`src/rtl/uart_tx_core.sv`:
```
// rtl/uart_tx_core.sv - UART transmitter: valid/ready byte in, framed serial line out
module uart_tx_core #(
  parameter int CLK_FREQ = 100000000,
  parameter int DIV_W    = 17
) (
  input  logic       clk,
  input  logic       rst,
  input  logic [1:0] bd_sel,
  input  logic [1:0] prty_sel,
  input  logic       stop_sel,
  input  logic       data_bit_sel,
  input  logic [7:0] data_in_Tx,
  input  logic       tx_valid,
  output logic       tx_ready,
  output logic       data_out_Tx,
  output logic       tx_busy,
  output logic       tx_done
);

  typedef enum logic [2:0] {
    S_IDLE,
    S_START,
    S_DATA,
    S_PARITY,
    S_STOP
  } state_t;

  localparam logic [DIV_W-1:0] CYC_1200 = DIV_W'(CLK_FREQ / 1200);
  localparam logic [DIV_W-1:0] CYC_2400 = DIV_W'(CLK_FREQ / 2400);
  localparam logic [DIV_W-1:0] CYC_4800 = DIV_W'(CLK_FREQ / 4800);
  localparam logic [DIV_W-1:0] CYC_9600 = DIV_W'(CLK_FREQ / 9600);

  state_t           state_q;
  logic [DIV_W-1:0] div_q;
  logic [DIV_W-1:0] bit_cyc_q;
  logic [7:0]       shift_q;
  logic [2:0]       bit_cnt_q;
  logic             eight_q;
  logic             par_en_q;
  logic             par_bit_q;
  logic             two_stop_q;
  logic             stop_cnt_q;
  logic             line_q;
  logic             ready_q;
  logic             busy_q;
  logic             done_q;

  logic [DIV_W-1:0] bit_cyc_d;
  logic [7:0]       data_d;
  logic             par_bit_d;
  logic             par_en_d;
  logic             tick;

  // Per-frame settings derived from the live selectors; only sampled at acceptance
  always_comb begin
    bit_cyc_d = CYC_9600;
    case (bd_sel)
      2'b00:   bit_cyc_d = CYC_1200;
      2'b01:   bit_cyc_d = CYC_2400;
      2'b10:   bit_cyc_d = CYC_4800;
      default: bit_cyc_d = CYC_9600;
    endcase
    data_d    = data_bit_sel ? data_in_Tx : {1'b0, data_in_Tx[6:0]};
    par_en_d  = (prty_sel == 2'b01) || (prty_sel == 2'b10);
    par_bit_d = (^data_d) ^ (prty_sel == 2'b01);
  end

  assign tick = (div_q == bit_cyc_q - DIV_W'(1));

  // Frame sequencer; line and handshake outputs are registered here
  always_ff @(posedge clk) begin
    if (rst) begin
      state_q    <= S_IDLE;
      div_q      <= '0;
      bit_cyc_q  <= '0;
      shift_q    <= '0;
      bit_cnt_q  <= '0;
      eight_q    <= 1'b0;
      par_en_q   <= 1'b0;
      par_bit_q  <= 1'b0;
      two_stop_q <= 1'b0;
      stop_cnt_q <= 1'b0;
      line_q     <= 1'b1;
      ready_q    <= 1'b1;
      busy_q     <= 1'b0;
      done_q     <= 1'b0;
    end else begin
      done_q <= 1'b0;
      if (state_q != S_IDLE) begin
        div_q <= tick ? '0 : div_q + DIV_W'(1);
      end
      case (state_q)
        S_IDLE: begin
          if (tx_valid) begin
            state_q    <= S_START;
            div_q      <= '0;
            bit_cyc_q  <= bit_cyc_d;
            shift_q    <= data_d;
            eight_q    <= data_bit_sel;
            par_en_q   <= par_en_d;
            par_bit_q  <= par_bit_d;
            two_stop_q <= stop_sel;
            line_q     <= 1'b0;
            ready_q    <= 1'b0;
            busy_q     <= 1'b1;
          end
        end
        S_START: begin
          if (tick) begin
            state_q   <= S_DATA;
            bit_cnt_q <= '0;
            line_q    <= shift_q[0];
          end
        end
        S_DATA: begin
          if (tick) begin
            shift_q <= shift_q >> 1;
            if (bit_cnt_q == (eight_q ? 3'd7 : 3'd6)) begin
              if (par_en_q) begin
                state_q <= S_PARITY;
                line_q  <= par_bit_q;
              end else begin
                state_q    <= S_STOP;
                stop_cnt_q <= 1'b0;
                line_q     <= 1'b1;
              end
            end else begin
              bit_cnt_q <= bit_cnt_q + 3'd1;
              line_q    <= shift_q[1];
            end
          end
        end
        S_PARITY: begin
          if (tick) begin
            state_q    <= S_STOP;
            stop_cnt_q <= 1'b0;
            line_q     <= 1'b1;
          end
        end
        S_STOP: begin
          if (tick) begin
            if (two_stop_q && !stop_cnt_q) begin
              stop_cnt_q <= 1'b1;
            end else begin
              state_q <= S_IDLE;
              done_q  <= 1'b1;
              ready_q <= 1'b1;
              busy_q  <= 1'b0;
            end
          end
        end
        default: begin
          state_q <= S_IDLE;
          line_q  <= 1'b1;
          ready_q <= 1'b1;
          busy_q  <= 1'b0;
        end
      endcase
    end
  end

  assign tx_ready    = ready_q;
  assign tx_busy     = busy_q;
  assign tx_done     = done_q;
  assign data_out_Tx = line_q;

endmodule

```
`config.mk`:
```
export PLATFORM = sky130hd
export DESIGN_NAME = uart_tx_core
export DESIGN_NICKNAME = d
export VERILOG_FILES = /design/src/rtl/uart_tx_core.sv
export SDC_FILE = /design/constraint.sdc
export NUM_CORES = 1
export LEC_CHECK = 0
export CAP_MARGIN = 20
export CORE_MARGIN = 2
export CORE_UTILIZATION = 55
export CTS_CLUSTER_DIAMETER = 30
export CTS_CLUSTER_SIZE = 40
export DETAILED_ROUTE_END_ITERATION = 8
export PLACE_DENSITY = 0.78
export SYNTH_ARGS = -nofsm -noshare
export SYNTH_HDL_FRONTEND = slang
export SYNTH_SLANG_ARGS = --single-unit
export TNS_END_PERCENT = 1
```
`constraint.sdc`:
```
create_clock -name clk -period 6.15 [get_ports clk]
set_input_delay 0.9225 -clock clk [delete_from_list [all_inputs] [get_ports clk]]
set_output_delay 0.9225 -clock clk [all_outputs]
set_load 0.1 [all_outputs]
```
==> results of run 1 <==
metrics by stage:
stage	area, um^2	std cells	total power, W	util (%)	hold WS (ns)
detailed placement	3283	449	0.0005402	59.99	0.4407
CTS	3371	457	0.0007301	61.59	0.4530
global placement	3283	449	0.0005372	59.99	0.4360
floorplan	3092	379	0.0004973	-	0.4268
global route	3371	457	0.0007681	61.59	0.5080
finish	3371	457	0.0007288	61.59	0.4506
cells in the final DEF, fill, tap and decap left out, types with 4 or more instances in the layout:
master,n
nor2_1,53
dfxtp_1,49
nand2_1,38
xnor2_1,26
clkdlybuf4s50_1,20
a21oi_1,17
nor3_1,16
nand3_1,16
inv_1,15
xor2_1,12
ha_1,11
nand2b_1,6
or3_1,6
a211oi_1,6
o221a_2,6
o21ai_0,6
a31oi_1,5
clkbuf_8,5
nand4_1,4
synthesized netlist by cell type, types with 2 or more instances:
library cell | count | area (um^2)
nand4_1 | 4 | 25.02
o211ai_1 | 2 | 15.01
nor2_1 | 53 | 198.9
and4_1 | 3 | 26.28
o211a_1 | 2 | 20.02
and3_1 | 2 | 12.51
xor2_1 | 12 | 105.1
dfxtp_1 | 49 | 980.9
inv_1 | 15 | 56.30
buf_2 | 4 | 20.02
or3_1 | 6 | 37.54
a211oi_1 | 6 | 45.04
nand2b_1 | 6 | 37.54
mux2i_1 | 3 | 30.03
buf_4 | 2 | 15.01
nor4_4 | 2 | 42.54
nor3b_1 | 2 | 15.01
nor3_1 | 16 | 80.08
ha_1 | 11 | 137.6
or2_2 | 2 | 12.51
a22oi_1 | 3 | 22.52
o221a_2 | 6 | 67.56
nand3b_1 | 3 | 22.52
nor2b_1 | 2 | 12.51
nand2_1 | 38 | 142.6
nand3_1 | 16 | 80.08
nor4_1 | 2 | 12.51
o31ai_1 | 2 | 15.01
and3b_1 | 2 | 17.52
xnor2_1 | 26 | 227.7
o41ai_2 | 2 | 32.53
a21oi_1 | 17 | 85.08
a2111oi_0 | 3 | 26.28
a31oi_1 | 5 | 31.28
o21ai_0 | 6 | 30.03
clkbuf_1 | 15 | 56.30
metal layers:
layer	vias up	track usage, %
met5	-	0
met4	0	10.52
li1	1354	-
met1	1251	31.88
met2	117	33.90
met3	18	5.455
cell families (layout without fill, tap and decap cells):
group | Yosys count | in the layout | share of synthesized area (%)
and+or+nand+nor | 168 | 168 | 27.84
AOI/OAI and AO/OA | 71 | 71 | 18.25
xor gates and xnor gates | 39 | 39 | 11.49
muxes | 3 | 3 | 0.9713
adders and majority gates | 11 | 11 | 4.452
buffers and inverters | 38 | 44 | 5.261
DFF | 49 | 49 | 31.73
sequential cells by signal (all words and copies together), names as in the netlist:
name         cells
bit_cnt_q        3
bit_cyc_q        9
data_out_Tx      1
div_q           17
eight_q          1
par_bit_q        1
par_en_q         1
shift_q          8
state_q          3
stop_cnt_q       1
two_stop_q       1
tx_busy          1
tx_done          1
tx_ready         1
report_power, final:
group,switching [W],internal [W]
registers,0.0000190,0.000333
logic,0.000107,0.0000757
clock network,0.000114,0.0000804
worst paths after layout:
check / startpoint / endpoint / slack [ns] / depth (start not counted)
hold reg to reg: par_bit_q / par_bit_q / 0.45 / 2
setup reg to reg: bit_cyc_q[14] / div_q[10] / 2.42 / 10
setup / recovery: bit_cyc_q[14] / div_q[10] / 2.42 / 10
hold / removal: par_bit_q / par_bit_q / 0.45 / 2
critical path, stage by stage (launching register included):
cell and delay, ns:
dfxtp_1 0.42, inv_1 0.12, ha_1 0.29, ha_1 0.32
or4b_1 0.49, a211oi_2 0.26, xnor2_1 0.15, nor4_4 0.34
nand3_1 0.43, o211ai_2 0.68, nor2_1 0.10
final cells by class:
cell class / count / share of cell area [%]
inverters: 15 / 1.670
clock inverters: 2 / 0.4454
multi-input cells: 292 / 57.80
repair buffers: 21 / 6.162
well taps: 72 / 2.673
clock buffers: 6 / 2.153
flip-flops and latches: 49 / 29.10
==> run metrics, run 1 <==
Worst-Margin Slew=0.9636 ns; IO Pins=21; DP HPWL=4952 um; first-pass GRT wire length=11,320 um; initial antenna violation count=0; GP Congestion=0.9619; DR WL met3=508 um; asr flop ratio synth=0%; CTS Sinks=49; worst-case clock buffer depth=2; CP Max Fanout=15; worst slack, placed=2.469 ns; sequential share of the synthesized area=31.73%; hold buffers post-CTS=0; Primary FF master, synth=dfxtp_1; crit start category=register; Ant. Diodes=0; port buffer count=20; fmax=0.2680 GHz; max cap viols=0; RSZ-0062 raised after global routing=no; Die X=78.98 um; Worst Setup End Kind=register; CP Data Required Time=6.32 ns; layout cells sized above 1=7.273%; Worst Skew=0.007316 ns; Max Transition Viols Final=0; DRC Markers=0; setup bufs post-CTS=0; DRT iter0 DRCs=199; # rows=27; minimum clock period=3.731 ns; status=finished clean; pwr dens=216.2 nW/um^2; Die H=78.98 um; vias in the first global route=2,458; Vias/cell=5.996; root buf cell=clkbuf_8; Mean Syn Cell Area=8.158 um^2; met2 wire len=2859 um; Setup CP Type=reg2reg; Synth Instances=379; setup TNS=0 ns; WL final=6702 um; number of synthesis warnings=0; Final period util=60.67%; Peak supply drop=116.4 uV; Initial DRT Pass Iterations=5; post-cts resize count=0; synth unique cells=65; Layout fillers=493; leakage power=1.209 nW; Clk pin slew, worst setup/hold paths=0.09 ns; NumNets Final=412; largest net degree at the start of global routing=34; P&R area growth vs syn=9.025%; Final Hold Fails=0; arrival time at the worst endpoint=3.90 ns; Core Area=5473 um^2; #FFs+latches synth=49; Synthesized Nets=407; max_slew headroom=35.56%; number of synthesized flops with an enable pin=0; top sig layer=met4; Reg area=980.9 um^2; number of nets with antenna violations after routing=0; Netlist Area Pre-Place=3092 um^2; Vias=2,740; Multi-input gate area=1948 um^2; H-tree lvl count=2; Clk Latency, worst-skew pair=0.31 ns; Metal-1 WL=3167 um; Initial Util=56.49%; cts bufs inserted=5; global route total overflow=0; Avg WL per Cell=14.67 um; HP Class=reg2reg; die area=6237 um^2; GRT Resource Usage Total=23.03%; CTS tree=built; Final setup viols=0; PnR worst setup slack=2.419 ns
Power figures use the tool's default switching activity.
==> run 2: changes to the inputs <==
- CORE_UTILIZATION: 55 -> 53
- PLACE_DENSITY: 0.78 -> 0.79
- clock period: 6.15 -> 3.1 ns (I/O delays scaled with it)
==> run 2 against run 1 <==
Effect of this change:
- count of clock-buffer cells in the layout down 1
- final area up 2.5%
- combinational power up 110%
- core utilization up 0.41 points
- sequential cell count unchanged
- worst setup slack worse by 2.2 ns
- register-to-register slack worse by 2.2 ns
- first-iteration DRC count up 67%
- worst hold slack worse by 0.00068 ns
- clock skew down 0.0017 ns
- cell count up 2.0%
- critical endpoint is now bit_cnt_q[1]
- largest cell class unchanged
==> run metrics, run 2 (synthesized netlist as in run 1, its figures left out) <==
Layout fillers=484 (-1.8%); Worst-Margin Slew=0.7054 ns (-0.2583 ns); minimum clock period=2.900 ns (-0.8305 ns); GP Congestion=0.9744 (+1.3%); Tot Pwr=0.001545 W (+110%); Worst Skew=0.005579 ns (-0.001738 ns); Core Area=5574 um^2 (+1.9%); commonest non-fill, non-tap cell in the layout=nor2_1; cts bufs inserted=5 (unchanged); status=finished clean; setup TNS=0 ns (unchanged); biggest regs=div_q: 17 flops, bit_cyc_q: 9 flops, shift_q: 8 flops; setup bufs post-CTS=0 (unchanged); pwr dens=447.1 nW/um^2 (+110%); Peak supply drop=264.5 uV (+130%); WL final=7025 um (+4.8%); Clk Latency, worst-skew pair=0.31 ns (about the same); DRT iter0 DRCs=332 (+67%); post-cts resize count=0 (unchanged); DRC Markers=0 (unchanged); Setup CP Type=reg2reg; max cap viols=0 (unchanged); largest net degree at the start of global routing=26 (-24%); CTS Sinks=49 (unchanged); Max Transition Viols Final=0 (unchanged); Avg WL per Cell=15.08 um (+2.8%); arrival time at the worst endpoint=3.15 ns (-0.75 ns); Clk pin slew, worst setup/hold paths=0.10 ns (about the same); CP Data Required Time=3.35 ns (-2.97 ns); initial antenna violation count=0 (unchanged); Initial Util=55.47% (-1.0 points); Util after Layout=62.00% (+0.41 points); max reg flops=17 (unchanged); Final Hold Fails=0 (unchanged); Final period util=93.56% (+33 points); CP Max Fanout=12 (-3); Vias=2,798 (+2.1%); global route total overflow=0 (unchanged); layout cells sized above 1=10.66% (+3.4 points); number of nets with antenna violations after routing=0 (unchanged); commonest cells after routing, fill and taps aside=nor2_1 (53), dfxtp_1 (49), nand2_1 (38); P&R area growth vs syn=11.78%; crit start category=register; Reg area=980.9 um^2 (unchanged); port buffer count=20 (unchanged); Worst Setup End Kind=register; max_slew headroom=52.61% (+17 points); largest reg by FF count=div_q; GRT Resource Usage Total=23.89% (+0.87 points); worst-case clock buffer depth=2 (unchanged); CTS tree=built; fmax=0.3448 GHz (+29%); die area=6460 um^2 (+3.6%); Die H=80.38 um (+1.8%); leakage power=1.274 nW (+5.4%); H-tree lvl count=2 (unchanged); vias in the first global route=2,666 (+8.5%); # rows=27 (unchanged); Initial DRT Pass Iterations=5 (unchanged); Die X=80.38 um (+1.8%); HP Class=reg2reg; Multi-input gate area=1948 um^2 (unchanged); R2R Setup Slk=0.20 ns (-2.22 ns); Vias/cell=6.004 (+0.14%); NumNets Final=421 (+2.2%); Ant. Diodes=0 (unchanged); IO Pins=21 (unchanged); DP HPWL=5225 um (+5.5%); RSZ-0062 raised after global routing=no; root buf cell=clkbuf_8; first-pass GRT wire length=12,280 um (+8.5%); hold buffers post-CTS=0 (unchanged); Final setup viols=0 (unchanged)
==> run 2: cell types whose count changed in the layout (fill, tap and decap cells not counted), sizes merged <==
| cell | before | now |
|---|---|---|
| clkinv | 0 | 1 |
| clkbuf | 6 | 5 |
| buf | 1 | 14 |
| bufinv | 0 | 1 |
| clkinvlp | 2 | 1 |
| clkdlybuf4s50 | 20 | 16 |
==> run 2: critical path, stage by stage (launching register included) <==
cell and delay (ns):
dfxtp_1 0.32, buf_4 0.17, nor3_1 0.48, a31oi_1 0.15, or3b_1 0.45, a211oi_1 0.42
nand3_1 0.12, buf_4 0.21, or3_1 0.37, a21oi_1 0.15
==> run 2: layout make-up <==
class,instances,area share [%]
well taps,72,2.607
multi-input cells,292,56.37
clock buffers,5,1.991
clock inverters,3,1.340
flip-flops and latches,49,28.39
repair buffers,30,7.676
inverters,15,1.629
==> run 2: worst paths after layout <==
check / from / endpoint / cells past startpoint
min: par_bit_q / par_bit_q / 2
min reg2reg: par_bit_q / par_bit_q / 2
max reg2reg: bit_cyc_q[14] / bit_cnt_q[1] / 9
max: bit_cyc_q[14] / bit_cnt_q[1] / 9
==> run 2: per-layer routing <==
layer	vias up	wire, um	track usage, %
li1	1373	-	-
met1	1298	3283	32.85
met2	114	3191	37.17
met3	13	428	4.157
met4	0	121	9.322
met5	-	0	0
==> run 2: per-stage QoR <==
stage                     cell area [um^2]  hold slack (ns)  std cells  worst slack (ns)
after CTS                             3456           0.4536        466            0.2269
after global placement                3341           0.4324        458            0.3650
after floorplan                       3092           0.4268        379            0.1154
after global routing                  3456           0.4755        466           0.01943
final                                 3456           0.4499        466            0.1995
after detailed placement              3341           0.4414        458            0.2467
==> run 2: power by group <==
part | total [W] | internal [W] | switching [W]
sequential | 0.000694 | 0.000660 | 0.0000343
combinational | 0.000381 | 0.000156 | 0.000224
clock | 0.000470 | 0.000242 | 0.000229
